**src/rtl/sync_debounce.sv**
```systemverilog
// Multi-channel input conditioner: per-channel synchronizer chain, debounce
// filter and registered rise/fall edge pulses in the clk domain.
module sync_debounce #(
    parameter int             N         = 8,
    parameter int             STAGES    = 2,
    parameter int             DB_CYCLES = 4,
    parameter logic [N-1:0]   RESET_VAL = '0
) (
    input  logic         clk,
    input  logic         reset,
    input  logic         en,
    input  logic [N-1:0] d,
    output logic [N-1:0] q,
    output logic [N-1:0] rise,
    output logic [N-1:0] fall,
    output logic         changed
);

    localparam int            CW       = (DB_CYCLES > 1) ? $clog2(DB_CYCLES) : 1;
    localparam logic [CW-1:0] CNT_LAST = CW'(DB_CYCLES - 1);

    generate
        if (STAGES < 2) begin : g_bad_stages
            $error("sync_debounce: STAGES must be >= 2");
        end
        if (DB_CYCLES < 1) begin : g_bad_db
            $error("sync_debounce: DB_CYCLES must be >= 1");
        end
    endgenerate

    (* ASYNC_REG = "TRUE" *) logic [N-1:0] sync [STAGES];
    logic [N-1:0]  s;
    logic [CW-1:0] cnt     [N];
    logic [CW-1:0] cnt_nxt [N];
    logic [N-1:0]  q_nxt;

    // Plain shift chain, no logic between stages; ignores en.
    always_ff @(posedge clk or posedge reset) begin
        if (reset) begin
            for (int unsigned i = 0; i < STAGES; i++) begin
                sync[i] <= RESET_VAL;
            end
        end else begin
            sync[0] <= d;
            for (int unsigned i = 1; i < STAGES; i++) begin
                sync[i] <= sync[i-1];
            end
        end
    end

    assign s = sync[STAGES-1];

    always_comb begin
        q_nxt = q;
        for (int unsigned i = 0; i < N; i++) begin
            cnt_nxt[i] = cnt[i];
            if (s[i] == q[i]) begin
                cnt_nxt[i] = '0;
            end else if (en) begin
                if (cnt[i] == CNT_LAST) begin
                    q_nxt[i]   = s[i];
                    cnt_nxt[i] = '0;
                end else begin
                    cnt_nxt[i] = cnt[i] + 1'b1;
                end
            end
        end
    end

    // Pulses derive from q_nxt vs q so they land on the same edge as q.
    always_ff @(posedge clk or posedge reset) begin
        if (reset) begin
            q       <= RESET_VAL;
            rise    <= '0;
            fall    <= '0;
            changed <= 1'b0;
            for (int unsigned i = 0; i < N; i++) begin
                cnt[i] <= '0;
            end
        end else begin
            q       <= q_nxt;
            rise    <= q_nxt & ~q;
            fall    <= ~q_nxt & q;
            changed <= |(q_nxt ^ q);
            for (int unsigned i = 0; i < N; i++) begin
                cnt[i] <= cnt_nxt[i];
            end
        end
    end

endmodule

```
**config.mk**
```make
export PLATFORM = sky130hd
export DESIGN_NAME = sync_debounce
export DESIGN_NICKNAME = d
export VERILOG_FILES = /design/src/rtl/sync_debounce.sv
export SDC_FILE = /design/constraint.sdc
export NUM_CORES = 1
export LEC_CHECK = 0
export BUFFER_PORTS_ARGS = -buffer_cell sky130_fd_sc_hd__buf_2
export CAP_MARGIN = 20
export CORE_MARGIN = 10
export CORE_UTILIZATION = 46
export CTS_BUF_LIST = sky130_fd_sc_hd__clkbuf_2
export CTS_CLUSTER_SIZE = 16
export DETAILED_ROUTE_END_ITERATION = 12
export GPL_TIMING_DRIVEN = 0
export PLACE_DENSITY = 0.67
export SYNTH_ARGS = -nofsm -noshare
export SYNTH_HDL_FRONTEND = slang
export SYNTH_SLANG_ARGS = --single-unit
```
**constraint.sdc**
```tcl
create_clock -name clk -period 2.5 [get_ports clk]
set_clock_uncertainty 0.2 [all_clocks]
set_input_delay 0.75 -clock clk [delete_from_list [all_inputs] [get_ports clk]]
set_output_delay 0.75 -clock clk [all_outputs]
set_load 0.05 [all_outputs]
```
After elaboration in Yosys (flattened, before gate mapping)
Cells that the tools add are included.
{ "totals": {"regBits": 57, "inputBits": 11} }
{ "op_classes": {"add_sub_neg": 8, "eq_ne": 16, "n_mux": 48, "bitwise": 5, "n_reduce_logical": 9} }
{ "ops": {"columns": ["cell", "count"], "rows": [
  ["$mux W2", 24],
  ["$mux W1", 24],
  ["$add A2 B1 Y2 const B", 8],
  ["$and A8 B8 Y8", 2],
  ["$eq A2 B2 Y1 const B", 8],
  ["$not A8 Y8", 2],
  ["$reduce_bool A2 Y1", 8],
  ["$eq A1 B1 Y1", 8],
  ["$reduce_or A8 Y1", 1],
  ["$xor A8 B8 Y8", 1]
]} }

Longest topological paths before layout
{ "logic_depth": {"depth_word": 6, "depth_mapped": 6} }

Worst setup path before layout
Ideal clock, no wire load.
{ "synth_path": {"path_type": "input to register", "startpoint": "in en", "endpoint": "reg changed", "setup_ns": 0.127, "arrival_time_ns": 1.939, "required_time_ns": 2.173, "path_slack_ns": 0.234, "cell_stages": 6, "path_buffers": 1, "path_cell_list": "buf_2 > nand2_1 > mux2_1 > ha_1 > nand4_1 > or2_2"} }
{ "synth_via": {"elab_chain_cells": 4, "word_cells_on_any_way": 18} }
{ "synth_lines": {"columns": ["item", "line", "text"], "rows": [
  ["from (decl)", "11", "input logic en,"],
  ["$mux W1", "59", "end else if (en) begin"],
  ["$mux W1", "57", "if (s[i] == q[i]) begin"],
  ["named net q_nxt[0]", "35", "logic [N-1:0] q_nxt;"],
  ["$xor A8 B8 Y8", "84", "changed <= |(q_nxt ^ q);"],
  ["$reduce_or A8 Y1", "84", null],
  ["to (signal assigned)", "84", null],
  ["to (decl)", "16", "output logic changed"]
]} }
The timed path passes the listed nets, and every way through them passes these cells.
A chain may end at the register's enable or synchronous reset.

Worst setup path after layout
{ "layout_path": {"startpoint": "reg q[6]", "endpoint": "out q[6]"} }
{ "layout_rtl": {"columns": ["item", "line", "text"], "rows": [
  ["from (decl)", "13", "output logic [N-1:0] q,"],
  ["from (signal assigned)", "81", "q <= q_nxt;"]
]} }
No word-level cell between the ends.

==> results.md <==
- The flow ran to the end, and the final reports show no timing, DRC or antenna violations.
- In this run the critical register-to-register path is launched from cnt[14].
- Once layout is done, the placed cells without fillers occupy 2690 um^2.
- Entering global routing, the biggest net connects 46 pins.
- The net switching power of the design is 1.68 mW.
- The die width is 91.2 um.
- The share of the synthesized area in the top cell type is 0.611.
- The final number of max-transition violations is 0.
- The via count of the first global-routing pass was 1,528.
- The worst hold path was traced through 0 stages.
- The cell row count is 25.
- Detailed placement finished with a half-perimeter wire length of 3100 um.
- The switching share of power is 0.474.
- Summing every instance area after synthesis gives 2330 um^2.
- The highest attainable clock frequency is 0.457 GHz.
- Power spread over the standard cell area amounts to 1310 nW/um^2.
- The first-pass GRT wire length is 7090 um.
- Of the cells placed in the final design, the portion with a size suffix greater than 1 is 0.251.
- The die area is 8320 um^2.
- Summed over all layers, the global routing overflow is 0.
- The share of the clock period used by the worst path after layout is 0.876.
- The number of antenna violations at the first check in global routing is 0.
- The most common cell in the synthesized netlist is sky130_fd_sc_hd__dfrtp_1.
- For this configuration, the core starts out at a cell density of 0.485.
- Among all flip-flop cells after synthesis, the most frequent one is sky130_fd_sc_hd__dfrtp_1.
- In this run the number of cells on the critical path is 1.
- For this block, the via count after detailed routing is 1,372.
- Across all hold checks on the routed design, the worst slack comes to 0.170 ns.
- The maximum net fanout on the critical path is 6.
- Measured on the finished design, the core utilization comes to 0.559.
- The clock period minus worst slack is 2.19 ns.
- 36 I/O pins were placed.
- For this run, the number of Yosys warnings is 0.
- Summed over all layers, the routed wires come to 4210 um.
- The clock reaches the later pin of the worst-skew pair after 0.45 ns.
- The setup slack after layout is 0.311 ns.
- The leakage dissipation is 1.46 nW.
- The die height is 91.2 um.
- The worst setup path is launched from a flip-flop.
- The root buffer cell is sky130_fd_sc_hd__clkbuf_2.
- The final number of setup-violating endpoints is 0.
- The total negative slack is 0 ns.
- The post-placement worst setup slack is -0.112 ns.
- The buffer depth of the longest clock path is 2.
- For this block, the initial DRC count from the detailed router was 63.
- In this run the tightest slew margin relative to its limit is 0.802.
- Yosys mapped a number of flops with a built-in enable equal to 0.
- The number of distinct library cells after synthesis is 14.
- The routed length per placed instance is 14.7 um.
- The arrival time of data at the critical path endpoint is 1.24 ns.
- Grouping stages by cell kind, the critical path spends the most delay in flip-flops.
- Sorting the synthesized cells by how often they occur yields 57 x sky130_fd_sc_hd__dfrtp_1, 24 x sky130_fd_sc_hd__ha_1, 16 x sky130_fd_sc_hd__mux2i_1, 9 x sky130_fd_sc_hd__inv_1.
- The total power draw is 3.54 mW.
- After detailed placement, the design holds a cell count of 271.
- Counting flops and latches in the post-synthesis netlist gives 57.
- Setup repair after global routing left no endpoint under its margin.
- The number of antenna diodes is 0.
- The number of buffer and inverter instances along the worst setup path is 1.
- Sorting the synthesized cells by area gives the leading types as sky130_fd_sc_hd__dfrtp_1 61%, sky130_fd_sc_hd__ha_1 13%, sky130_fd_sc_hd__mux2i_1 6.9%.
- The cell type contributing the most total cell area after synthesis is sky130_fd_sc_hd__dfrtp_1.
- The setup slack of the most critical reg-to-reg path is 0.38 ns.
- The count of buffers inserted at the top-level ports is 35.
- After synthesis, the share of flip-flops with an asynchronous set or reset is 1.00.
- The hold path startpoint is sync[11].
- The first detailed-routing pass took 4 iterations.
- The capture point of the worst reg-to-reg path is changed.
- The net count after synthesis is 203.
- Traced cell by cell, the critical path runs through buf_2.
- The slew at the pin closest to its max-slew limit is 0.297 ns.
- Of the total power, registers draw 0.412.
- The count of antenna-violating nets left after detailed routing is 0.
- The H-tree generated during clock tree synthesis spans 3 levels.
- The area overhead of the layout relative to synthesis is 15.4%.
- The number of buffers created by CTS is 9.
- At the end of routability-driven placement, the weighted congestion stood at 0.750.
- The worst reg-to-reg path cell count is 6.
- Counting every sink on the clock net gives 57.
- The path class of the tightest hold or removal check is reg2reg.
- TritonCTS built the clock tree.
- The cell with the largest stage delay on the worst path is sky130_fd_sc_hd__dfrtp_1.
- The logic gate share of total power is 0.466.
- The number of instances in the synthesized netlist is 168.
- At the end of the flow, the number of nets in the layout was 251.
- Across every metal layer, demand over resource in global routing totals 0.111.
- The share of the Yosys chip area taken by registers is 0.611.
- The share of total power dissipated in the clock network is 0.123.
- The instance area after placement is 2610 um^2.
- The placeable core area is 4820 um^2.
- The final non-filler cell total is 286.
- The average footprint of a synthesized cell is 13.9 um^2.
- The required time at the worst-slack endpoint is 1.55 ns.
- The type of destination of the critical path is a primary output.
- The worst hold path terminates at s[3].
- The vias per cell is 4.80.
- In the routed design, unresolved DRC markers number 0.
- The longest individual stage delay on the worst path is 0.48 ns.
- The maximum vdd ir drop is 540 uV.
- The clock transition time at the flip-flop clock pins of the worst setup and hold paths is 0.14 ns.
- The max-capacitance violation count is 0.
- The kind of critical path is reg2out.
- The number of hold-slack violations in the final timing report was 0.
- The internal power consumption is 1.86 mW.
-- state kept, by name, indices dropped and copies added (netlist names) --
register	count
cnt	16
fall	8
q	8
rise	8
s	8
sync	8
changed	1
-- worst register-to-register path, stage by stage (launching register included) --
cell                      delay [ns]
sky130_fd_sc_hd__dfrtp_1        0.43
sky130_fd_sc_hd__ha_1           0.22
sky130_fd_sc_hd__nand2_1        0.11
sky130_fd_sc_hd__mux2_1         0.36
sky130_fd_sc_hd__ha_1           0.31
sky130_fd_sc_hd__nand4_1        0.11
sky130_fd_sc_hd__or2_2          0.30
-- power by group through the flow --
stage	Clock [mW]	Combinational (mW)	Sequential [mW]
CTS	0.458	1.69	1.46
detailed placement	0	1.69	1.48
finish	0.434	1.65	1.46
global route	0.508	1.81	1.50
global placement	0	1.61	1.45
floorplan	0	0.542	2.14
-- worst max path at each step --
stage                    to  slack [ns]   from
floorplan           changed        0.15  reset
global placement       s[2]       -0.39  reset
detailed placement  changed       -0.11     en
CTS                    q[6]        0.26   q[6]
global route           q[2]        0.20   q[2]
finish                 q[6]        0.31   q[6]
-- placed cells by master, fill, tap and decap left out, drive strengths merged --
| cell type | n |
|---|---|
| or3b | 8 |
| inv | 9 |
| dlygate4sd3 | 1 |
| nand2b | 8 |
| xnor2 | 8 |
| mux2i | 16 |
| ha | 24 |
| nand2 | 8 |
| mux2 | 8 |
| buf | 39 |
| clkinv | 1 |
| nand4 | 2 |
| clkbuf | 13 |
| a21oi | 8 |
| or2 | 1 |
| nor2 | 8 |
| dfrtp | 57 |
-- per-layer routing --
metal	wire [um]	global-route usage	share of wire
met1	1730	0.116	0.41
met5	0	0	0
met3	245	0.0543	0.058
met4	103	0.0627	0.024
met2	2130	0.177	0.51
-- cell families after synthesis --
| kind of cell | after synthesis | synth area share |
|---|---|---|
| flops | 57 | 0.611 |
| simple gates | 35 | 0.0852 |
| mux | 24 | 0.107 |
| fa+ha+maj | 24 | 0.129 |
| buf+inv | 12 | 0.0209 |
| compound gates | 8 | 0.0171 |
| xor+xnor | 8 | 0.0300 |
-- what timing repair did --
item	CTS	global route
buffers inserted	0	0
hold buffers	1	0
endpoints found under the hold margin	12	0
gates resized for setup	0	0
-- final cells by class --
class                   instances  area, um^2
plain buffers                   3        15.0
clock buffers                  13        65.1
clock inverters                 1        5.00
fillers                       410        2120
inverters                       9        33.8
multi-input cells              99         860
flip-flops and latches         57        1430
well taps                      67        83.8
repair buffers                 37         205
(Power assumes the default switching activity.)
